File: src/rtl/alarm_ctrl_if.sv
// Signal bundle between the watch core/buttons and the alarm sequencer.
// master drives time, alarm digits and buttons; slave is the alarm_ctrl side.
interface alarm_ctrl_if;
  logic       sec_tick;
  logic       alarm_en;
  logic       snooze_btn;
  logic       stop_btn;
  logic [1:0] state_out;
  logic [3:0] hh_t;
  logic [3:0] hh_u;
  logic [3:0] mm_t;
  logic [3:0] mm_u;
  logic [3:0] ah_t;
  logic [3:0] ah_u;
  logic [3:0] am_t;
  logic [3:0] am_u;
  logic       buzzer;
  logic       ringing;
  logic       snoozing;
  logic [1:0] snooze_cnt;
  logic       missed;
  logic [1:0] alarm_state;

  modport master (
    output sec_tick, alarm_en, snooze_btn, stop_btn, state_out,
    output hh_t, hh_u, mm_t, mm_u, ah_t, ah_u, am_t, am_u,
    input  buzzer, ringing, snoozing, snooze_cnt, missed, alarm_state
  );

  modport slave (
    input  sec_tick, alarm_en, snooze_btn, stop_btn, state_out,
    input  hh_t, hh_u, mm_t, mm_u, ah_t, ah_u, am_t, am_u,
    output buzzer, ringing, snoozing, snooze_cnt, missed, alarm_state
  );
endinterface

File: src/rtl/alarm_ctrl.sv
// Alarm sequencer: rings the buzzer on a new time==alarm match, with snooze,
// ring timeout (sticky missed flag) and stop/disarm handling.
module alarm_ctrl #(
  parameter int unsigned RING_SECS   = 60,
  parameter int unsigned SNOOZE_SECS = 300,
  parameter int unsigned MAX_SNOOZE  = 3
) (
  input  logic         clk,
  input  logic         rst,
  alarm_ctrl_if.slave  bus
);

  localparam int unsigned MAX_SECS = (RING_SECS > SNOOZE_SECS) ? RING_SECS : SNOOZE_SECS;
  localparam int unsigned CNT_W    = (MAX_SECS > 2) ? $clog2(MAX_SECS) : 1;

  localparam logic [CNT_W-1:0] RING_LAST   = CNT_W'(RING_SECS - 1);
  localparam logic [CNT_W-1:0] SNOOZE_LAST = CNT_W'(SNOOZE_SECS - 1);
  localparam logic [1:0]       SNOOZE_MAX  = 2'(MAX_SNOOZE);

  typedef enum logic [1:0] {
    ST_DISARMED = 2'b00,
    ST_ARMED    = 2'b01,
    ST_RINGING  = 2'b10,
    ST_SNOOZE   = 2'b11
  } state_t;

  state_t           r_state;
  logic [CNT_W-1:0] r_cnt;
  logic [1:0]       r_snooze_cnt;
  logic             r_missed;
  logic             r_phase;
  logic             r_match_d;
  logic             r_buzzer;

  state_t           w_state_nxt;
  logic [CNT_W-1:0] w_cnt_nxt;
  logic [1:0]       w_snooze_cnt_nxt;
  logic             w_missed_nxt;
  logic             w_phase_nxt;
  logic             w_buzzer_nxt;
  logic             w_match;
  logic             w_inhibit;
  logic             w_fire;
  logic             w_active;

  // Only a rising match outside the set modes starts a ring; inhibited rises are lost.
  assign w_match   = (bus.hh_t == bus.ah_t) & (bus.hh_u == bus.ah_u) &
                     (bus.mm_t == bus.am_t) & (bus.mm_u == bus.am_u);
  assign w_inhibit = (bus.state_out == 2'b01) | (bus.state_out == 2'b10);
  assign w_fire    = w_match & ~r_match_d & ~w_inhibit;
  assign w_active  = (r_state == ST_RINGING) | (r_state == ST_SNOOZE);

  // Next-state, counters and buzzer phase.
  always_comb begin
    w_state_nxt      = r_state;
    w_snooze_cnt_nxt = r_snooze_cnt;
    w_missed_nxt     = r_missed;
    w_cnt_nxt        = r_cnt;
    w_phase_nxt      = r_phase;
    w_buzzer_nxt     = 1'b0;

    unique case (r_state)
      ST_DISARMED: begin
        if (bus.stop_btn) w_missed_nxt = 1'b0;
        if (bus.alarm_en) w_state_nxt = ST_ARMED;
      end
      ST_ARMED: begin
        if (!bus.alarm_en) begin
          w_state_nxt = ST_DISARMED;
        end else begin
          if (bus.stop_btn) w_missed_nxt = 1'b0;
          if (w_fire) begin
            w_state_nxt      = ST_RINGING;
            w_snooze_cnt_nxt = 2'd0;
          end
        end
      end
      ST_RINGING: begin
        if (!bus.alarm_en) begin
          w_state_nxt      = ST_DISARMED;
          w_snooze_cnt_nxt = 2'd0;
          w_missed_nxt     = 1'b0;
        end else if (bus.stop_btn) begin
          w_state_nxt      = ST_ARMED;
          w_snooze_cnt_nxt = 2'd0;
          w_missed_nxt     = 1'b0;
        end else if (bus.snooze_btn && (r_snooze_cnt < SNOOZE_MAX)) begin
          w_state_nxt      = ST_SNOOZE;
          w_snooze_cnt_nxt = r_snooze_cnt + 2'd1;
        end else if (bus.sec_tick && (r_cnt == RING_LAST)) begin
          w_state_nxt      = ST_ARMED;
          w_snooze_cnt_nxt = 2'd0;
          w_missed_nxt     = 1'b1;
        end
      end
      ST_SNOOZE: begin
        if (!bus.alarm_en) begin
          w_state_nxt      = ST_DISARMED;
          w_snooze_cnt_nxt = 2'd0;
          w_missed_nxt     = 1'b0;
        end else if (bus.stop_btn) begin
          w_state_nxt      = ST_ARMED;
          w_snooze_cnt_nxt = 2'd0;
          w_missed_nxt     = 1'b0;
        end else if (bus.sec_tick && (r_cnt == SNOOZE_LAST)) begin
          w_state_nxt = ST_RINGING;
        end
      end
      default: w_state_nxt = ST_DISARMED;
    endcase

    if (w_state_nxt != r_state) begin
      w_cnt_nxt = '0;
      if (w_state_nxt == ST_RINGING) w_phase_nxt = 1'b1;
    end else if (bus.sec_tick && w_active) begin
      w_cnt_nxt = r_cnt + CNT_W'(1);
      if (r_state == ST_RINGING) w_phase_nxt = ~r_phase;
    end

    w_buzzer_nxt = (w_state_nxt == ST_RINGING) & w_phase_nxt;
  end

  // match_d resets high so time==alarm at power-up is not a new match.
  always_ff @(posedge clk or negedge rst) begin
    if (!rst) begin
      r_state      <= ST_DISARMED;
      r_cnt        <= '0;
      r_snooze_cnt <= 2'd0;
      r_missed     <= 1'b0;
      r_phase      <= 1'b0;
      r_match_d    <= 1'b1;
      r_buzzer     <= 1'b0;
    end else begin
      r_state      <= w_state_nxt;
      r_cnt        <= w_cnt_nxt;
      r_snooze_cnt <= w_snooze_cnt_nxt;
      r_missed     <= w_missed_nxt;
      r_phase      <= w_phase_nxt;
      r_match_d    <= w_match;
      r_buzzer     <= w_buzzer_nxt;
    end
  end

  assign bus.buzzer      = r_buzzer;
  assign bus.ringing     = (r_state == ST_RINGING);
  assign bus.snoozing    = (r_state == ST_SNOOZE);
  assign bus.snooze_cnt  = r_snooze_cnt;
  assign bus.missed      = r_missed;
  assign bus.alarm_state = r_state;

endmodule

File: src/flat_wrapper.sv
// flat-port wrapper written by rule: the top's interface ports become plain ports
module alarm_ctrl_flat 
#(
  parameter int unsigned RING_SECS   = 60,
  parameter int unsigned SNOOZE_SECS = 300,
  parameter int unsigned MAX_SNOOZE  = 3
)
  (clk, rst, bus_sec_tick, bus_alarm_en, bus_snooze_btn, bus_stop_btn, bus_state_out, bus_hh_t, bus_hh_u, bus_mm_t, bus_mm_u, bus_ah_t, bus_ah_u, bus_am_t, bus_am_u, bus_buzzer, bus_ringing, bus_snoozing, bus_snooze_cnt, bus_missed, bus_alarm_state);
  alarm_ctrl_if bus_i ();
  input  logic clk;
  input  logic rst;
  input wire logic [$bits(bus_i.sec_tick)-1:0] bus_sec_tick;
  input wire logic [$bits(bus_i.alarm_en)-1:0] bus_alarm_en;
  input wire logic [$bits(bus_i.snooze_btn)-1:0] bus_snooze_btn;
  input wire logic [$bits(bus_i.stop_btn)-1:0] bus_stop_btn;
  input wire logic [$bits(bus_i.state_out)-1:0] bus_state_out;
  input wire logic [$bits(bus_i.hh_t)-1:0] bus_hh_t;
  input wire logic [$bits(bus_i.hh_u)-1:0] bus_hh_u;
  input wire logic [$bits(bus_i.mm_t)-1:0] bus_mm_t;
  input wire logic [$bits(bus_i.mm_u)-1:0] bus_mm_u;
  input wire logic [$bits(bus_i.ah_t)-1:0] bus_ah_t;
  input wire logic [$bits(bus_i.ah_u)-1:0] bus_ah_u;
  input wire logic [$bits(bus_i.am_t)-1:0] bus_am_t;
  input wire logic [$bits(bus_i.am_u)-1:0] bus_am_u;
  output wire logic [$bits(bus_i.buzzer)-1:0] bus_buzzer;
  output wire logic [$bits(bus_i.ringing)-1:0] bus_ringing;
  output wire logic [$bits(bus_i.snoozing)-1:0] bus_snoozing;
  output wire logic [$bits(bus_i.snooze_cnt)-1:0] bus_snooze_cnt;
  output wire logic [$bits(bus_i.missed)-1:0] bus_missed;
  output wire logic [$bits(bus_i.alarm_state)-1:0] bus_alarm_state;
  assign bus_i.sec_tick = bus_sec_tick;
  assign bus_i.alarm_en = bus_alarm_en;
  assign bus_i.snooze_btn = bus_snooze_btn;
  assign bus_i.stop_btn = bus_stop_btn;
  assign bus_i.state_out = bus_state_out;
  assign bus_i.hh_t = bus_hh_t;
  assign bus_i.hh_u = bus_hh_u;
  assign bus_i.mm_t = bus_mm_t;
  assign bus_i.mm_u = bus_mm_u;
  assign bus_i.ah_t = bus_ah_t;
  assign bus_i.ah_u = bus_ah_u;
  assign bus_i.am_t = bus_am_t;
  assign bus_i.am_u = bus_am_u;
  assign bus_buzzer = bus_i.buzzer;
  assign bus_ringing = bus_i.ringing;
  assign bus_snoozing = bus_i.snoozing;
  assign bus_snooze_cnt = bus_i.snooze_cnt;
  assign bus_missed = bus_i.missed;
  assign bus_alarm_state = bus_i.alarm_state;
  alarm_ctrl #(.RING_SECS(RING_SECS), .SNOOZE_SECS(SNOOZE_SECS), .MAX_SNOOZE(MAX_SNOOZE)) u_core (.clk(clk), .rst(rst), .bus(bus_i));
endmodule
File: config.mk
export PLATFORM = sky130hd
export DESIGN_NAME = alarm_ctrl_flat
export DESIGN_NICKNAME = d
export VERILOG_FILES = /design/src/rtl/alarm_ctrl_if.sv /design/src/rtl/alarm_ctrl.sv /design/src/flat_wrapper.sv
export SDC_FILE = /design/constraint.sdc
export NUM_CORES = 1
export LEC_CHECK = 0
export CAP_MARGIN = 20
export CORE_MARGIN = 2
export CORE_UTILIZATION = 44
export CTS_BUF_LIST = sky130_fd_sc_hd__clkbuf_8 sky130_fd_sc_hd__clkbuf_16
export DETAILED_ROUTE_END_ITERATION = 6
export DONT_BUFFER_PORTS = 1
export GPL_ROUTABILITY_DRIVEN = 0
export SLEW_MARGIN = 20
export SYNTH_ARGS = -nofsm -noshare
export SYNTH_HDL_FRONTEND = slang
export SYNTH_SLANG_ARGS = --single-unit
File: constraint.sdc
create_clock -name clk -period 2.4 [get_ports clk]
set_input_delay 0.36 -clock clk [delete_from_list [all_inputs] [get_ports clk]]
set_output_delay 0.36 -clock clk [all_outputs]
set_load 0.1 [all_outputs]
# After elaboration in Yosys (flattened, before gate mapping)
# Cells that the tools add are included.
# Widths: inputs -> output; s select.
[word_totals]
register_bits = 17
inputBits = 40
[op_classes]
add_sub_neg = 2
magnitude_cmp = 1
eq_ne = 19
muxes = 34
bitwise = 11
reduce_logical = 9
[op_table]
columns = ["op", "n"]
rows = [
  ["$mux 2", 18],
  ["$mux 9", 2],
  ["$eq 4x4->1", 4],
  ["$mux 1", 11],
  ["$add 9x1->9 const B", 1],
  ["$eq 9x6->1 const B", 1],
  ["$eq 9x9->1 const B", 1],
  ["$eq 2x2->1 const B", 4],
  ["$pmux 2 s4", 1],
  ["$and 1x1->1", 6],
  ["$pmux 2 s3", 1],
  ["$ne 5x3->1 const B", 1],
  ["$reduce_and 5->1", 1],
  ["$eq 2x1->1 const B", 2],
  ["$logic_and 1x1->1", 4],
  ["$ne 4x3->1 const B", 1],
  ["$ne 4x4->1 const B", 1],
  ["$pmux 1 s4", 1],
  ["$ne 3x3->1 const B", 1],
  ["$not 1->1", 3],
  ["$reduce_and 3->1", 1],
  ["$reduce_bool 3->1", 1],
  ["$add 2x1->2 const B", 1],
  ["$logic_not 2->1", 1],
  ["other kinds (6)", 7],
]

# Logic depth before layout (Yosys ltp)
[logic_depth]
depth_word = 13
depth_mapped = 8

# Least setup slack after synthesis
# OpenSTA, ideal clock, no wires.
[synth_path]
path_kind = "register to output"
from = "register u_core.r_state[1], in the netlist u_core.bus.alarm_state[1]"
to = "output bus_ringing"
t_arrival_ns = 2.513
required_ns = 2.040
setup_slack_ns = -0.473
path_stages_with_launch = 3
n_path_buf = 1
path_cell_list = "dfrtp_1 buf_6 nor2b_1"
[synth_between]
elab_chain_len = 1
[synth_rtl]
columns = ["item", "line", "source"]
rows = [
  ["start: declaration", "alarm_ctrl.sv:27", "state_t r_state;"],
  ["start signal: assignment", "alarm_ctrl.sv:134", "r_state <= w_state_nxt;"],
  ["$eq 2x2->1", "alarm_ctrl.sv:145", "assign bus.ringing = (r_state == ST_RINGING);"],
  ["end: declaration", "flat_wrapper.sv:26", "output wire logic [$bits(bus_i.ringing)-1:0] bus_ringing;"],
]
# Every way passes these cells.

# Worst setup path after layout
[layout_path]
from = "register u_core.r_snooze_cnt[0], in the netlist u_core.bus.snooze_cnt[0]"
to = "register u_core.r_cnt[6]"
[layout_between]
elab_chain_len = 8
[layout_rtl]
columns = ["item", "line", "source"]
rows = [
  ["start: declaration", "alarm_ctrl.sv:29", "logic [1:0] r_snooze_cnt;"],
  ["start signal: assignment", "alarm_ctrl.sv:136", "r_snooze_cnt <= w_snooze_cnt_nxt;"],
  ["$lt 2x2->1 *", "alarm_ctrl.sv:87", "end else if (bus.snooze_btn && (r_snooze_cnt < SNOOZE_MAX)) begin"],
  ["$logic_and 1x1->1 *", "alarm_ctrl.sv:87", ""],
  ["$mux 2 *", "alarm_ctrl.sv:87", ""],
  ["$mux 2 *", "alarm_ctrl.sv:83", "end else if (bus.stop_btn) begin"],
  ["$mux 2 *", "alarm_ctrl.sv:79", "if (!bus.alarm_en) begin"],
  ["$pmux 2 s4 *", "alarm_ctrl.sv:62", "unique case (r_state)"],
  ["$ne 2x2->1 *", "alarm_ctrl.sv:112", "if (w_state_nxt != r_state) begin"],
  ["$mux 9 or $reduce_bool 2->1 (tied branches)", "n/a", ""],
  ["end signal: assignment", "alarm_ctrl.sv:135", "r_cnt <= w_cnt_nxt;"],
  ["end: declaration", "alarm_ctrl.sv:28", "logic [CNT_W-1:0] r_cnt;"],
]
# Mark *: on every way between the ends. The rest lies on a longest branch, timed or not.
# A chain may end at the register's enable or synchronous reset.

==> flow_summary_export.csv <==
group,metric,value,unit
outcome,outcome,"completed",
logic_synthesis,ys_warn_count,0,
logic_synthesis,synth.top_cell.area_share,33.2,%
placed_design,numPortBuffers,0,
global_route,grt_first_pass_wirelength,4.06,mm
final_layout,mostFrequentLayoutCells,"xnor2_1 (20), nor2_1 (14), dfrtp_1 (14)",
power_and_ir_drop,p_leak,0.536,nW
global_route,gr-total-overflow,0,
final_layout,register_area,429,um^2
setup_path,worstPathRequired,2.53,ns
drt,vias_per_cell,5.51,
setup_path,cp_num_cells,7,
setup_path,cp-start-kind,"register",
timing,skew,0.00493,ns
drt,vias,909,
setup_path,timing.rr.end,"u_core.r_cnt[6]$_DFFE_PN0P_",
logic_synthesis,synth.distinct_cells,44,
logic_synthesis,synth_top_family_by_area,"simple AND/OR/NAND/NOR gates",
setup_path,cp_max_fo,9,
drt,drcViolationCount,0,
power_and_ir_drop,power.share.clock,33.5,%
global_route,grt_usage,16.2,%
logic_synthesis,ys_ff_latch,17,
timing,finalHoldViolCount,0,
clock_network,cts_tree,"done",
logic_synthesis,synth-edff-count,0,
setup_path,startpoint,"u_core.bus.snooze_cnt[0]$_DFFE_PN0P_",
power_and_ir_drop,switchingPower,0.191,mW
setup_path,crit_path_cell_trace,"ha_1, nand2b_1, or2b_1, o31ai_2, mux2i_1, o21ai_2, nor2_1",
logic_synthesis,syn_inst,127,
logic_synthesis,synth_xor_area_share,18.2,%
final_layout,num_antenna_cells,0,
logic_synthesis,synth-simple-area-share,26.9,%
global_route,grt_pass1_vias,891,
logic_synthesis,synth_nets,169,
timing,timing.final.crit_share,84.3,%
power_and_ir_drop,combPwrFrac,20.4,%
final_layout,finalNetCount,178,
power_and_ir_drop,switching_share,29.2,%
floorplanning,coreArea,2540,um^2
power_and_ir_drop,p_per_area,481,nW/um^2
clock_network,cts_sinks,17,
min_path,min_path_type,"in2reg",
timing,report.final.slew_viol_count,0,
logic_synthesis,syn-cell-area,1200,um^2
timing,fin_setup_tns,0,ns
power_and_ir_drop,vdd_drop_max,0.320,mV
setup_path,slowest_delay,0.39,ns
drt,firstDrtPassIters,4,
clock_network,cts_buffers,3,
setup_path,crit_buf_inv,0,
timing,worst_pin_slew,0.867,ns
logic_synthesis,synth-compound-area-share,13.2,%
drt,ant_nets,0,
setup_path,cp-endpoint,"u_core.r_cnt[6]$_DFFE_PN0P_",
timing,min_period,2.02,ns
logic_synthesis,synth_fa_ha_area_share,2.08,%
floorplanning,die_height,56.3,um
timing,setup_viol_count_final,0,
logic_synthesis,synth_area_leaders,"dfrtp_1 (33%), xnor2_1 (15%), nand4_1 (5.2%), nor2_1 (4.4%), xor2_1 (3.6%)",
setup_path,worstSetupPathType,"reg2reg",
global_route,grt_max_degree,18,
clock_network,path_clk_slew,0.07,ns
final_layout,drive_gt1_share,19.3,%
power_and_ir_drop,internal_power,0.463,mW
floorplanning,rows,18,
logic_synthesis,ys_seq_area_share,35.4,%
setup_path,cp-end-kind,"register",
floorplanning,pin_count,48,
timing,fmax,494,MHz
placed_design,dp_hpwl,1.86,mm
logic_synthesis,async_flop_share,100,%
final_layout,fillers,247,
clock_network,root_buffer,"clkbuf_8",
global_route,grt_antenna_before_repair,0,
floorplanning,chipWidth,56.3,um
clock_network,post_cts_buffers,0,
drt,drt-wirelength-per-cell,14.4,um
setup_path,reg2reg_depth,7,
final_layout,area_growth_syn_to_layout,12.9,%
floorplanning,die-area,3170,um^2
drt,drt_iter0_drc,32,
final_layout,multiInputGateArea,741,um^2
setup_path,cpMaxStageDelayCell,"o21ai_2",
clock_network,clk_latency,0.26,ns
clock_network,h-tree-depth,1,
logic_synthesis,synthFlopType,"dfrtp_1",
job,max_cap_viol_count,0,
setup_path,critPathTopFamily,"compound AO/OA/AOI/OAI gates",
placed_design,dpl_worst_slack,0.338,ns
timing,grt_setup_unrepaired,"false",
logic_synthesis,synth_mux_area_share,0.831,%
setup_path,r2r_start,"u_core.bus.snooze_cnt[0]$_DFFE_PN0P_",
logic_synthesis,yosys.area.top_type,"dfrtp_1",
floorplanning,start_util,47.3,%
logic_synthesis,postSynthAreaPerCell,9.49,um^2
power_and_ir_drop,seqPwrFrac,46.2,%
setup_path,r2r_setup_slack,0.38,ns
final_layout,layout_commonest_cell,"xnor2_1",
timing,maxSlewHeadroom,42.2,%
setup_path,arrival,2.15,ns
clock_network,clk_path_buf_depth,2,
drt,finalWirelength,2.37,mm
timing,fin_ws,0.377,ns
layer usage:
| layer | vias up | wire length [um] | global-route usage, % |
|---|---|---|---|
| met1 | 413 | 1050 | 21.1 |
| met5 | - | 0 | 0 |
| met3 | 5 | 137 | 3.69 |
| li1 | 469 | - | - |
| met2 | 22 | 1140 | 25.5 |
| met4 | 0 | 44 | 7.14 |
worst min-delay path: cells and delay by family:
family	cells	cell delay (ns)
XOR/XNOR	1	0.04
AND/OR/NAND/NOR	2	0.17
layout make-up:
| type | count | area share (%) |
|---|---|---|
| Clock buffer | 3 | 3.04 |
| Clock inverter | 1 | 0.368 |
| Inverter | 5 | 1.38 |
| Multi-Input combinational cell | 101 | 54.5 |
| Sequential cell | 17 | 31.6 |
| Tap cell | 30 | 2.76 |
| Timing Repair Buffer | 8 | 6.44 |
what timing repair did:
| item | CTS | global route |
|---|---|---|
| hold buffers | 1 | 0 |
| resized for setup | 0 | 0 |
| endpoints found under the hold margin | 17 | 0 |
power groups by stage:
stage                     clock, mW  combinational (mW)  sequential [mW]
after floorplan                   0              0.0882            0.327
after global placement            0               0.123            0.308
after detailed placement          0               0.127            0.307
after CTS                     0.225               0.135            0.301
after global routing          0.231               0.147            0.302
final                         0.219               0.133            0.302
how the worst min path moves through the flow:
stage                           start                                   end  slack (ns)  cells after the start
after detailed placement          rst  u_core.bus.snooze_cnt[1]$_DFFE_PN0P_        0.06                      0
after global placement            rst  u_core.bus.snooze_cnt[0]$_DFFE_PN0P_        0.06                      0
after global routing      bus_mm_t[0]            u_core.r_match_d$_DFF_PN1_        0.35                      3
final                     bus_mm_t[3]            u_core.r_match_d$_DFF_PN1_        0.33                      3
after floorplan                   rst   u_core.bus.alarm_state[0]$_DFF_PN0_        0.06                      0
after CTS                 bus_mm_t[3]            u_core.r_match_d$_DFF_PN1_        0.33                      3
Yosys cell counts, drive strengths merged (2+ instances only):
cell type,number
nor2,14
xor2,5
nand2b,2
nor4,2
inv,5
or2,2
nand2,4
and2,4
nand3,2
o21ai,5
clkbuf,3
a21oi,4
o31ai,3
nand4,10
and4,2
nor3,3
ha,2
dfrtp,16
xnor2,20
nor2b,2
stage by stage:
stage          hold slack (ns)  utilization [%]  instance area (um^2)  cells  power (mW)
3_3_place_gp            0.0649             51.2                  1300    160       0.430
3_5_place_dp            0.0649             51.2                  1300    160       0.434
4_1_cts                  0.327             53.4                  1360    165       0.661
2_1_floorplan           0.0644                -                  1210    127       0.415
6_report                 0.327             53.4                  1360    165       0.654
5_1_grt                  0.346             53.4                  1360    165       0.681
sequential cells by signal, summed over array words and instances, names as in the netlist:
| register | flops |
|---|---|
| u_core.bus.snooze_cnt | 2 |
| u_core.bus.missed | 1 |
| u_core.r_phase | 1 |
| u_core.bus.buzzer | 1 |
| u_core.r_match_d | 1 |
| u_core.r_cnt | 9 |
| u_core.bus.alarm_state | 2 |
logic make-up (layout without fill, tap and decap cells):
kind of cell	Yosys count	after routing
multiplexers	1	1
AO/OA/AOI/OAI	20	20
adder cells (fa/ha/maj)	2	2
buffers and inverters	9	17
flip-flops	17	17
AND/OR/NAND/NOR	53	53
XOR/XNOR	25	25
(Power assumes the default switching activity.)
